==> config.mk <==
export PLATFORM = sky130hd
export DESIGN_NAME = serial_transmitter
export DESIGN_NICKNAME = d
export VERILOG_FILES = /design/src/rtl/serial_transmitter.sv
export SDC_FILE = /design/constraint.sdc
export NUM_CORES = 1
export LEC_CHECK = 0
export CORE_MARGIN = 8
export CORE_UTILIZATION = 51
export DETAILED_ROUTE_END_ITERATION = 10
export GPL_TIMING_DRIVEN = 0
export PLACE_DENSITY_LB_ADDON = 0.1
export SLEW_MARGIN = 10
export SYNTH_ARGS = -nofsm -noshare
export SYNTH_HDL_FRONTEND = slang
export SYNTH_SLANG_ARGS = --single-unit
==> constraint.sdc <==
create_clock -name clk -period 2.11 [get_ports clk]
set_clock_uncertainty 0.2 [all_clocks]
set_input_delay 0.633 -clock clk [delete_from_list [all_inputs] [get_ports clk]]
set_output_delay 0.633 -clock clk [all_outputs]
set_load 0.01 [all_outputs]
==> src/rtl/serial_transmitter.sv <==
// Parallel-to-serial frame generator: 2-deep word buffer feeding a start/parity/7-data/stop
// frame serializer, one bit per clock, bit-exact with the lab serial receiver.
module serial_transmitter #(
    parameter bit          START_STOPN = 1'b0,
    parameter int unsigned GAP_CYCLES  = 0
) (
    input  logic       clk,
    input  logic       rstN,
    input  logic [6:0] data_in,
    input  logic       valid,
    input  logic       force_parity_error,
    output logic       ready,
    output logic       serial_out,
    output logic       busy,
    output logic       sent
);

    localparam logic       IDLE_LEVEL = ~START_STOPN;
    localparam bit         HAS_GAP    = (GAP_CYCLES != 0);
    localparam logic [3:0] GAP_LOAD   = 4'(GAP_CYCLES - 1);

    // The state names what is currently on the line, so busy decodes directly from it.
    typedef enum logic [2:0] {
        S_IDLE,
        S_START,
        S_PARITY,
        S_DATA,
        S_STOP,
        S_GAP
    } state_t;

    state_t     state;
    logic [7:0] fifo_mem [2];
    logic       wr_ptr;
    logic       rd_ptr;
    logic [1:0] count;
    logic [6:0] shift_data;
    logic       shift_err;
    logic [2:0] bit_idx;
    logic [3:0] gap_cnt;
    logic       push;
    logic       pop;
    logic       can_start;

    // NOTE: every signal assigned in always_comb gets a default first, so no latch is inferred.
    always_comb begin
        can_start = 1'b0;
        case (state)
            S_IDLE:  can_start = 1'b1;
            S_STOP:  can_start = !HAS_GAP;
            S_GAP:   can_start = (gap_cnt == 4'd0);
            default: can_start = 1'b0;
        endcase
        push = valid && ready;
        pop  = can_start && (count != 2'd0);
    end

    assign ready = (count != 2'd2);
    assign busy  = (state != S_IDLE);

    // NOTE: the buffer storage carries no reset; only the pointers and count define its contents.
    always_ff @(posedge clk) begin
        if (push) begin
            fifo_mem[wr_ptr] <= {force_parity_error, data_in};
        end
    end

    // NOTE: sequential state is updated with non-blocking assignments only.
    always_ff @(posedge clk or negedge rstN) begin
        if (!rstN) begin
            wr_ptr <= 1'b0;
            rd_ptr <= 1'b0;
            count  <= 2'd0;
        end else begin
            if (push) wr_ptr <= ~wr_ptr;
            if (pop)  rd_ptr <= ~rd_ptr;
            case ({push, pop})
                2'b10:   count <= count + 2'd1;
                2'b01:   count <= count - 2'd1;
                default: count <= count;
            endcase
        end
    end

    always_ff @(posedge clk or negedge rstN) begin
        if (!rstN) begin
            state      <= S_IDLE;
            serial_out <= IDLE_LEVEL;
            sent       <= 1'b0;
            shift_data <= 7'd0;
            shift_err  <= 1'b0;
            bit_idx    <= 3'd0;
            gap_cnt    <= 4'd0;
        end else begin
            sent <= 1'b0;
            if (pop) begin
                // A new frame may start from IDLE, straight out of STOP, or at the end of GAP.
                {shift_err, shift_data} <= fifo_mem[rd_ptr];
                serial_out              <= START_STOPN;
                gap_cnt                 <= 4'd0;
                state                   <= S_START;
            end else begin
                case (state)
                    S_IDLE: begin
                        serial_out <= IDLE_LEVEL;
                    end
                    S_START: begin
                        serial_out <= (^shift_data) ^ shift_err;
                        state      <= S_PARITY;
                    end
                    S_PARITY: begin
                        serial_out <= shift_data[0];
                        bit_idx    <= 3'd0;
                        state      <= S_DATA;
                    end
                    S_DATA: begin
                        if (bit_idx == 3'd6) begin
                            serial_out <= IDLE_LEVEL;
                            sent       <= 1'b1;
                            bit_idx    <= 3'd0;
                            state      <= S_STOP;
                        end else begin
                            serial_out <= shift_data[bit_idx + 3'd1];
                            bit_idx    <= bit_idx + 3'd1;
                        end
                    end
                    S_STOP: begin
                        serial_out <= IDLE_LEVEL;
                        if (HAS_GAP) begin
                            gap_cnt <= GAP_LOAD;
                            state   <= S_GAP;
                        end else begin
                            state <= S_IDLE;
                        end
                    end
                    S_GAP: begin
                        serial_out <= IDLE_LEVEL;
                        if (gap_cnt == 4'd0) begin
                            state <= S_IDLE;
                        end else begin
                            gap_cnt <= gap_cnt - 4'd1;
                        end
                    end
                    default: begin
                        serial_out <= IDLE_LEVEL;
                        state      <= S_IDLE;
                    end
                endcase
            end
        end
    end

endmodule

# Yosys cells after proc, flatten, opt, wreduce, memory -nomap -nowiden
# Memory sizes are Yosys's and may differ from the RTL's. A register that Yosys moved wholly into a read port is not among the register bits.
# Cells that the tools add are included.
# word_totals
mem_bits_rw,16
mem_count,1
out_inout_bits,4
ff_bits,16
wordCells,67
# mem_list
name,words,width,rd,rd_clocked_by_memory_dff,write_ports,line,source
fifo_mem,2,8,1,1,1,33,logic [7:0] fifo_mem [2];
# op_classes
n_lt_le_gt_ge,1
n_reduce_logical,15
eq_ne,13
n_bitwise,4
n_mux,21
addsub,4
# op_table
operator,count
case mux 3 bit (5 select lines),1
two-way mux 3 bit,4
two-way mux 4 bit,3
== test 3 bit (second input constant),3
two-way mux 1 bit,8
nonzero test 2 bit,4
parity 7 bit,1
== test 3 x 2 -> 1 bit (second input constant),2
inequality test 2 bit (second input constant),3
inequality test 3 bit (second input constant),2
case mux 3 bit (2 select lines),1
zero test 4 bit,1
< comparator 3 x 4 -> 1 bit (second input constant),1
case mux 2 bit (2 select lines),1
AND reduction 2 bit,2
subtractor 4 x 1 -> 4 bit (second input constant),1
adder 3 x 1 -> 3 bit (second input constant),1
binary-select mux 1 bit (select 3 bit),1
== test 3 x 1 -> 1 bit (second input constant),1
zero test 3 bit,1
NOT 1 bit,3
case mux 1 bit (3 select lines),1
AND reduction 3 bit,1
nonzero test 3 bit,1
9 further kinds,10

# Longest topological paths before layout
# Gate-level depths: netlist of run 1.
# logic_depth
word_depth,6
ltp_mapped,9

# Worst setup path before layout of run 1
# OpenSTA, ideal clock, no wires.
# synth_timing
path_type,reg2reg
startpoint,register gap_cnt[0]
endpoint,register count[1]
setup_time_ns,0.079
path_slack_ns,0.037
arrival_ns,1.794
period_less_slack_ns,2.073
required_ns,1.831
path_buffers,1
stages_incl_launch_ff,9
path_cell_list,dfrtp_1 -> inv_1 -> ha_1 -> nand4bb_1 -> a211oi_2 -> buf_4 -> ha_1 -> nor2_1 -> xor2_1
# synth_via
elab_chain_cells,5
elab_cells_between_ends,7
cone_classes,eq/ne: 2; mux: 2; reduce/logical: 3
# synth_rtl
element,line,source
start: declaration,40,logic [3:0] gap_cnt;
start signal: assignment,141,gap_cnt <= gap_cnt - 4'd1;
zero test 4 bit (*),51,S_GAP: can_start = (gap_cnt == 4'd0);
case mux 1 bit (2 select lines) (*),48,case (state)
logical AND 1 bit (*),55,pop = can_start && (count != 2'd0);
net pop,42,logic pop;
== test 2 x 1 -> 1 bit / == test 2 bit (equally long branches),77,"case ({push, pop})"
case mux 2 bit (2 select lines) / nonzero test 2 bit (equally long branches),-,
end signal: assignment,78,2'b10: count <= count + 2'd1;
end signal: assignment,79,2'b01: count <= count - 2'd1;
end signal: assignment,80,default: count <= count;
end: declaration,36,logic [1:0] count;
# Mark *: on every way through the listed nets, which the timed path passes. The rest lies on a longest branch.
# A chain may end at the register's enable or synchronous reset.

# Worst setup path in the final report of run 1
# layout_timing
startpoint,register state[0]
endpoint,output port busy
# layout_via
elab_chain_cells,1
# layout_rtl
element,line,source
start: declaration,32,state_t state;
start signal: assignment,87,state <= S_IDLE;
start signal: assignment,101,state <= S_START;
start signal: assignment,109,state <= S_PARITY;
nonzero test 3 bit,59,assign busy = (state != S_IDLE);
end: declaration,14,"output logic busy,"
# No other way between the ends.

==> impl_metrics.tcl, run 1 <==
set metrics [dict create \
    grt_pass1_vias 1235 \
    vdd_drop_max_mv 0.891 \
    p_int_mw 2.46 \
    synthDistinctLibCells 37 \
    cp.arrival_ns 1.26 \
    synth_area_leader_cell "dfrtp_1" \
    root_buffer "clkbuf_8" \
    crit_fanout 4 \
    critPathTopFamily "flip-flops" \
    final_cells 240 \
    power.share.sequential 0.355 \
    grt_max_degree 25 \
    ys_top_cells_by_area "dfrtp_1, edfxtp_1, mux2i_1" \
    avgRoutedWirePerCell_um 13.9 \
    routabilityCongestion 0.785 \
    grt_usage 0.112 \
    fill_cells 287 \
    p_clk_frac 0.239 \
    syn_nets 168 \
    place.port_buffers 14 \
    hp-start "wr_ptr" \
    cp-end-kind "output port" \
    ys_warn_count 0 \
    rows 22 \
    synth_area_per_cell_um2 12.4 \
    swShare 0.315 \
    die_h_um 76.8 \
    power_switching_mw 1.13 \
    path_class "flip-flop to output port" \
    cts.sinks 40 \
    core_um2 3610 \
    setup_violations 0 \
    die_area_um2 5890 \
    r2r_start "gap_cnt[0]" \
    worst-path-buf-inv 2 \
    critPathMaxStageDelay_ns 0.41 \
    tightestPinTransition_ns 1.07 \
    dp_hpwl_um 2210 \
    postRouteAntennaNets 0 \
    min_path_type "flip-flop to flip-flop" \
    via_per_inst 5.17 \
    ff2ff_setup_slack_ns 0.03 \
    hold_viol 0 \
    die_width_um 76.8 \
    fin_tns_setup_ns 0 \
    status "completed" \
    clock.fmax_mhz 478 \
    n_antenna_cell 0 \
    initial_core_util 0.522 \
    syn-instance-count 152 \
    syn_area_um2 1880 \
    cpMaxStageDelayCell "dfrtp_1" \
    clkTransAtPathRegs_ns 0.08 \
    yosys_register_bits 40 \
    rsz0062_at_grt "true" \
    period_needed_ns 2.09 \
    cts_buffer_depth 2 \
    power.total_mw 3.59 \
    cts_buffers 5 \
    reg2reg_depth 8 \
    drive_gt1_frac 0.286 \
    fin_crit_sh 0.992 \
    drc 0 \
    maxSlewViolCount 0 \
    yosysTopAreaCellShare 0.306 \
    htreeDepth 2 \
    start_kind "flip-flop" \
    hold_end "wr_ptr" \
    tritoncts "done" \
    dr.first_iter.drc_count 80 \
    hold_depth 1 \
    crit_required_ns 1.28 \
    grt_pass1_wl_um 5400 \
    drt_pre_antenna_iters 4 \
    grt_overflow 0 \
    leakage_nw 0.997 \
    antenna_found_initial 0 \
    area_delta_synth_final_pct 28.0 \
    vias 1240 \
    max-slew-margin-rel 0.282 \
    powerDensity_nw_per_um2 1490 \
    cap_violations 0 \
    pin_count 15 \
    power_frac_comb 0.406 \
    seq_area_frac_synth 0.575 \
    timing.rr.end "count[1]" \
    wl_um 3340 \
    dp.cells 214 \
    layout.nets 207 \
    clock_latency_ns 0.29 \
    cp_cell_sequence "buf_6 -> or3_1 -> buf_2" \
]
## sequential cells by signal, summed over array words and instances (netlist names)
signal	flops
bit_idx	3
count	2
fifo_mem	16
gap_cnt	4
rd_ptr	1
sent	1
serial_out	1
shift_data	7
shift_err	1
state	3
wr_ptr	1
## per-stage QoR
stage	worst slack, ns	instance area (µm²)	hold WS, ns	util
2_1_floorplan	0.0371	1880	0.137	-
3_3_place_gp	-0.201	2080	0.278	0.578
3_5_place_dp	-0.234	2080	0.284	0.578
4_1_cts	-0.0249	2270	0.299	0.630
5_1_grt	-0.0680	2410	0.337	0.668
6_report	0.0178	2410	0.299	0.668
## cell type report
type | count | area [µm²] | share of cell area
inverters | 4 | 15.0 | 0.00623
flip-flops and latches | 40 | 1090 | 0.451
clock buffers | 5 | 68.8 | 0.0286
repair buffers | 33 | 275 | 0.114
well taps | 48 | 60.1 | 0.0249
plain buffers | 4 | 37.5 | 0.0156
clock inverters | 3 | 90.1 | 0.0374
multi-input cells | 103 | 777 | 0.322
## placed cells by master (no fill, tap or decap), types with 4 or more instances in the layout
master            n
a21oi_1           5
a21oi_2           8
buf_4            19
clkbuf_8          5
clkdlybuf4s50_1  11
dfrtp_1          20
edfxtp_1         16
mux2i_1          10
nand2_1           8
nand2b_1          4
nor2_1           16
nor2b_1           4
nor3_1            6
xnor2_1           9
xor2_1            4
## synth_stat cells, drive strengths merged
cell,n
dfrtp,23
nor2,17
edfxtp,16
a21oi,13
mux2i,10
xnor2,10
nand2,8
nor3,7
buf,5
ha,5
nor2b,5
inv,4
nand2b,4
xor2,4
a211oi,3
a21o,2
nand4,2
o22ai,2
and3,1
and3b,1
and4,1
dfstp,1
mux4,1
nand3,1
nand4bb,1
o21bai,1
o31ai,1
o32ai,1
or3,1
or3b,1
## worst max-delay path by stage
| stage | startpoint | endpoint | slack, ns | cells past startpoint |
|---|---|---|---|---|
| final | state[0] | busy | 0.02 | 3 |
| after global routing | gap_cnt[0] | count[1] | -0.07 | 9 |
| after CTS | state[1] | busy | -0.02 | 2 |
| after detailed placement | valid | fifo_mem[0][6] | -0.23 | 3 |
| after global placement | valid | fifo_mem[0][6] | -0.20 | 3 |
| after floorplan | gap_cnt[0] | count[1] | 0.04 | 8 |
## timing repair
item | in CTS | in global routing
setup endpoints to repair | 5 | 10
pin swaps | 2 | 2
hold buffers | 0 | 0
hold endpoints to repair | 0 | 0
buffers inserted | 3 | 16
gates resized for setup | 12 | 7
## routing by layer
layer / vias to the layer above / track usage / routed length (µm) / share of wire
li1: 615 / - / - / -
met1: 590 / 0.121 / 1430 / 0.43
met2: 29 / 0.192 / 1710 / 0.51
met3: 6 / 0.0420 / 155 / 0.046
met4: 0 / 0.0481 / 51 / 0.015
met5: - / 0 / 0 / 0
## power groups by stage
stage                     logic [mW]  registers [mW]  clock network (mW)
after global routing            1.61            1.31               0.906
after global placement          1.28            1.28                   0
after CTS                       1.31            1.29               0.874
final                           1.46            1.27               0.856
after floorplan                 1.07            1.25                   0
after detailed placement        1.31            1.29                   0
## cells by family (layout without fill, tap and decap cells)
| kind of cell | count (synthesis) | after routing | share of synthesized area |
|---|---|---|---|
| AO/OA/AOI/OAI | 23 | 23 | 0.0963 |
| adder cells (fa/ha/maj) | 5 | 5 | 0.0332 |
| buffers and inverters | 9 | 49 | 0.0246 |
| XOR/XNOR | 14 | 14 | 0.0651 |
| multiplexers | 11 | 11 | 0.0651 |
| AND/OR/NAND/NOR | 50 | 50 | 0.141 |
| flip-flops | 40 | 40 | 0.575 |
(Power assumes the default switching activity.)
==> run 2: changes to the inputs <==
- ABC_CLOCK_PERIOD_IN_PS: not set -> 2110
- SKIP_LAST_GASP: not set -> 1
==> run 2 against run 1 <==
Highest routed layer unchanged. Largest cell class unchanged. Cell area shrank 3.1%. Wire length fell by 4.6%. The run now ends with setup timing left. Die area stayed put.
==> impl_metrics.tcl, run 2 (synthesis results as in run 1) <==
set metrics [dict create \
    vias 1190 \
    area_delta_synth_final_pct 24.0 \
    n_antenna_cell 0 \
    status "finished with violations" \
    regMostFlops "fifo_mem" \
    grt_overflow 0 \
    cts.sinks 40 \
    postRouteAntennaNets 0 \
    place.port_buffers 14 \
    final_common_cell "dfrtp_1" \
    routabilityCongestion 0.785 \
    rsz0062_at_grt "true" \
    hold_slack_ns 0.299 \
    htreeDepth 2 \
    cts_buffer_depth 2 \
    dr.first_iter.drc_count 39 \
    final_cell_mix "dfrtp_1, nor2_1, edfxtp_1" \
    max-slew-margin-rel 0.298 \
    vdd_drop_max_mv 0.869 \
    min_path_type "flip-flop to flip-flop" \
    dp_slack_ns -0.234 \
    crit_fanout 4 \
    fin_crit_sh 1.00 \
    antenna_found_initial 0 \
    failed_checks "setup timing" \
    die_width_um 76.8 \
    cp.arrival_ns 1.28 \
    path_class "flip-flop to output port" \
    wl_um 3190 \
    cp-end-kind "output port" \
    final_cells 230 \
    post_dp_cell_area_um2 2080 \
    setup_violations 1 \
    drt_pre_antenna_iters 4 \
    hold_viol 0 \
    pin_count 15 \
    dp.cells 214 \
    core_um2 3610 \
    crit_required_ns 1.28 \
    fin_tns_setup_ns -0.00456 \
    cap_violations 0 \
    tightestPinTransition_ns 1.05 \
    powerDensity_nw_per_um2 1490 \
    grt_pass1_vias 1218 \
    die_h_um 76.8 \
    reg_top3 "fifo_mem x16, shift_data x7, gap_cnt x4" \
    avgRoutedWirePerCell_um 13.9 \
    via_per_inst 5.17 \
    grt_pass1_wl_um 5400 \
    grt_usage 0.112 \
    root_buffer "clkbuf_8" \
    maxSlewViolCount 0 \
    leakage_nw 0.953 \
    cts_buffers 5 \
    clkTransAtPathRegs_ns 0.07 \
    dp_hpwl_um 2210 \
    drive_gt1_frac 0.247 \
    grt_max_degree 25 \
    tritoncts "done" \
    clock_latency_ns 0.29 \
    layout.nets 197 \
    largest_reg_flops 16 \
    layout_setup_ws_ns -0.00456 \
    die_area_um2 5890 \
    period_needed_ns 2.11 \
    design_area_um2 2330 \
    drc 0 \
    clock.fmax_mhz 473 \
    hold_buffers 0 \
    rows 22 \
    start_kind "flip-flop" \
    initial_core_util 0.522 \
]
==> run 2: changes by cell type in the layout (fill, tap and decap cells not counted), sizes merged <==
cell and change:
buf -10
==> run 2: where the power goes <==
group,internal (mW),switching (mW)
clock,0.591,0.262
sequential,1.08,0.212
combinational,0.707,0.628
==> run 2: repair_timing <==
item                                    4_1_cts  5_1_grt
endpoints found under the setup margin        5       10
gates resized for setup                       9       10
buffers inserted                              3        6
pin swaps                                     1        2
==> run 2: metrics by stage <==
| step | utilization | total power, mW |
|---|---|---|
| 2_1_floorplan | - | 2.32 |
| 3_3_place_gp | 0.578 | 2.56 |
| 3_5_place_dp | 0.578 | 2.60 |
| 4_1_cts | 0.631 | 3.47 |
| 5_1_grt | 0.647 | 3.72 |
| 6_report | 0.647 | 3.48 |
==> run 2: critical path, stage by stage, from the launching register on <==
cell and delay, ns:
dfrtp_1 0.40, buf_6 0.13, or3_1 0.33, buf_2 0.14
==> run 2: cell type report <==
cell class | instances | area, µm²
inverter | 4 | 15.0
sequential | 40 | 1090
timing repair buffer | 23 | 200
multi-input combinational | 103 | 777
buffer | 4 | 37.5
clock inverter | 3 | 90.1
tap | 48 | 60.1
clock buffer | 5 | 68.8
fill | 299 | 1270
==> run 2: worst paths after layout <==
kind | startpoint | endpoint | slack (ns) | depth (start not counted)
worst max-delay path | state[0] | busy | -0.005 | 3
worst min-delay path | wr_ptr | wr_ptr | 0.30 | 1
worst max register to register | gap_cnt[0] | count[1] | 0.02 | 8
worst min register to register | wr_ptr | wr_ptr | 0.30 | 1
max in group asynchronous | rstN | count[0] | 0.29 | 1
min in group asynchronous | rstN | bit_idx[2] | 0.72 | 1
==> run 2: routing by layer <==
layer | vias up | global-route usage | share of wire | routed length [µm]
li1 | 594 | - | - | -
met1 | 571 | 0.124 | 0.43 | 1380
met2 | 19 | 0.189 | 0.51 | 1630
met3 | 6 | 0.0420 | 0.041 | 130
met4 | 0 | 0.0462 | 0.014 | 46
met5 | - | 0 | 0 | 0
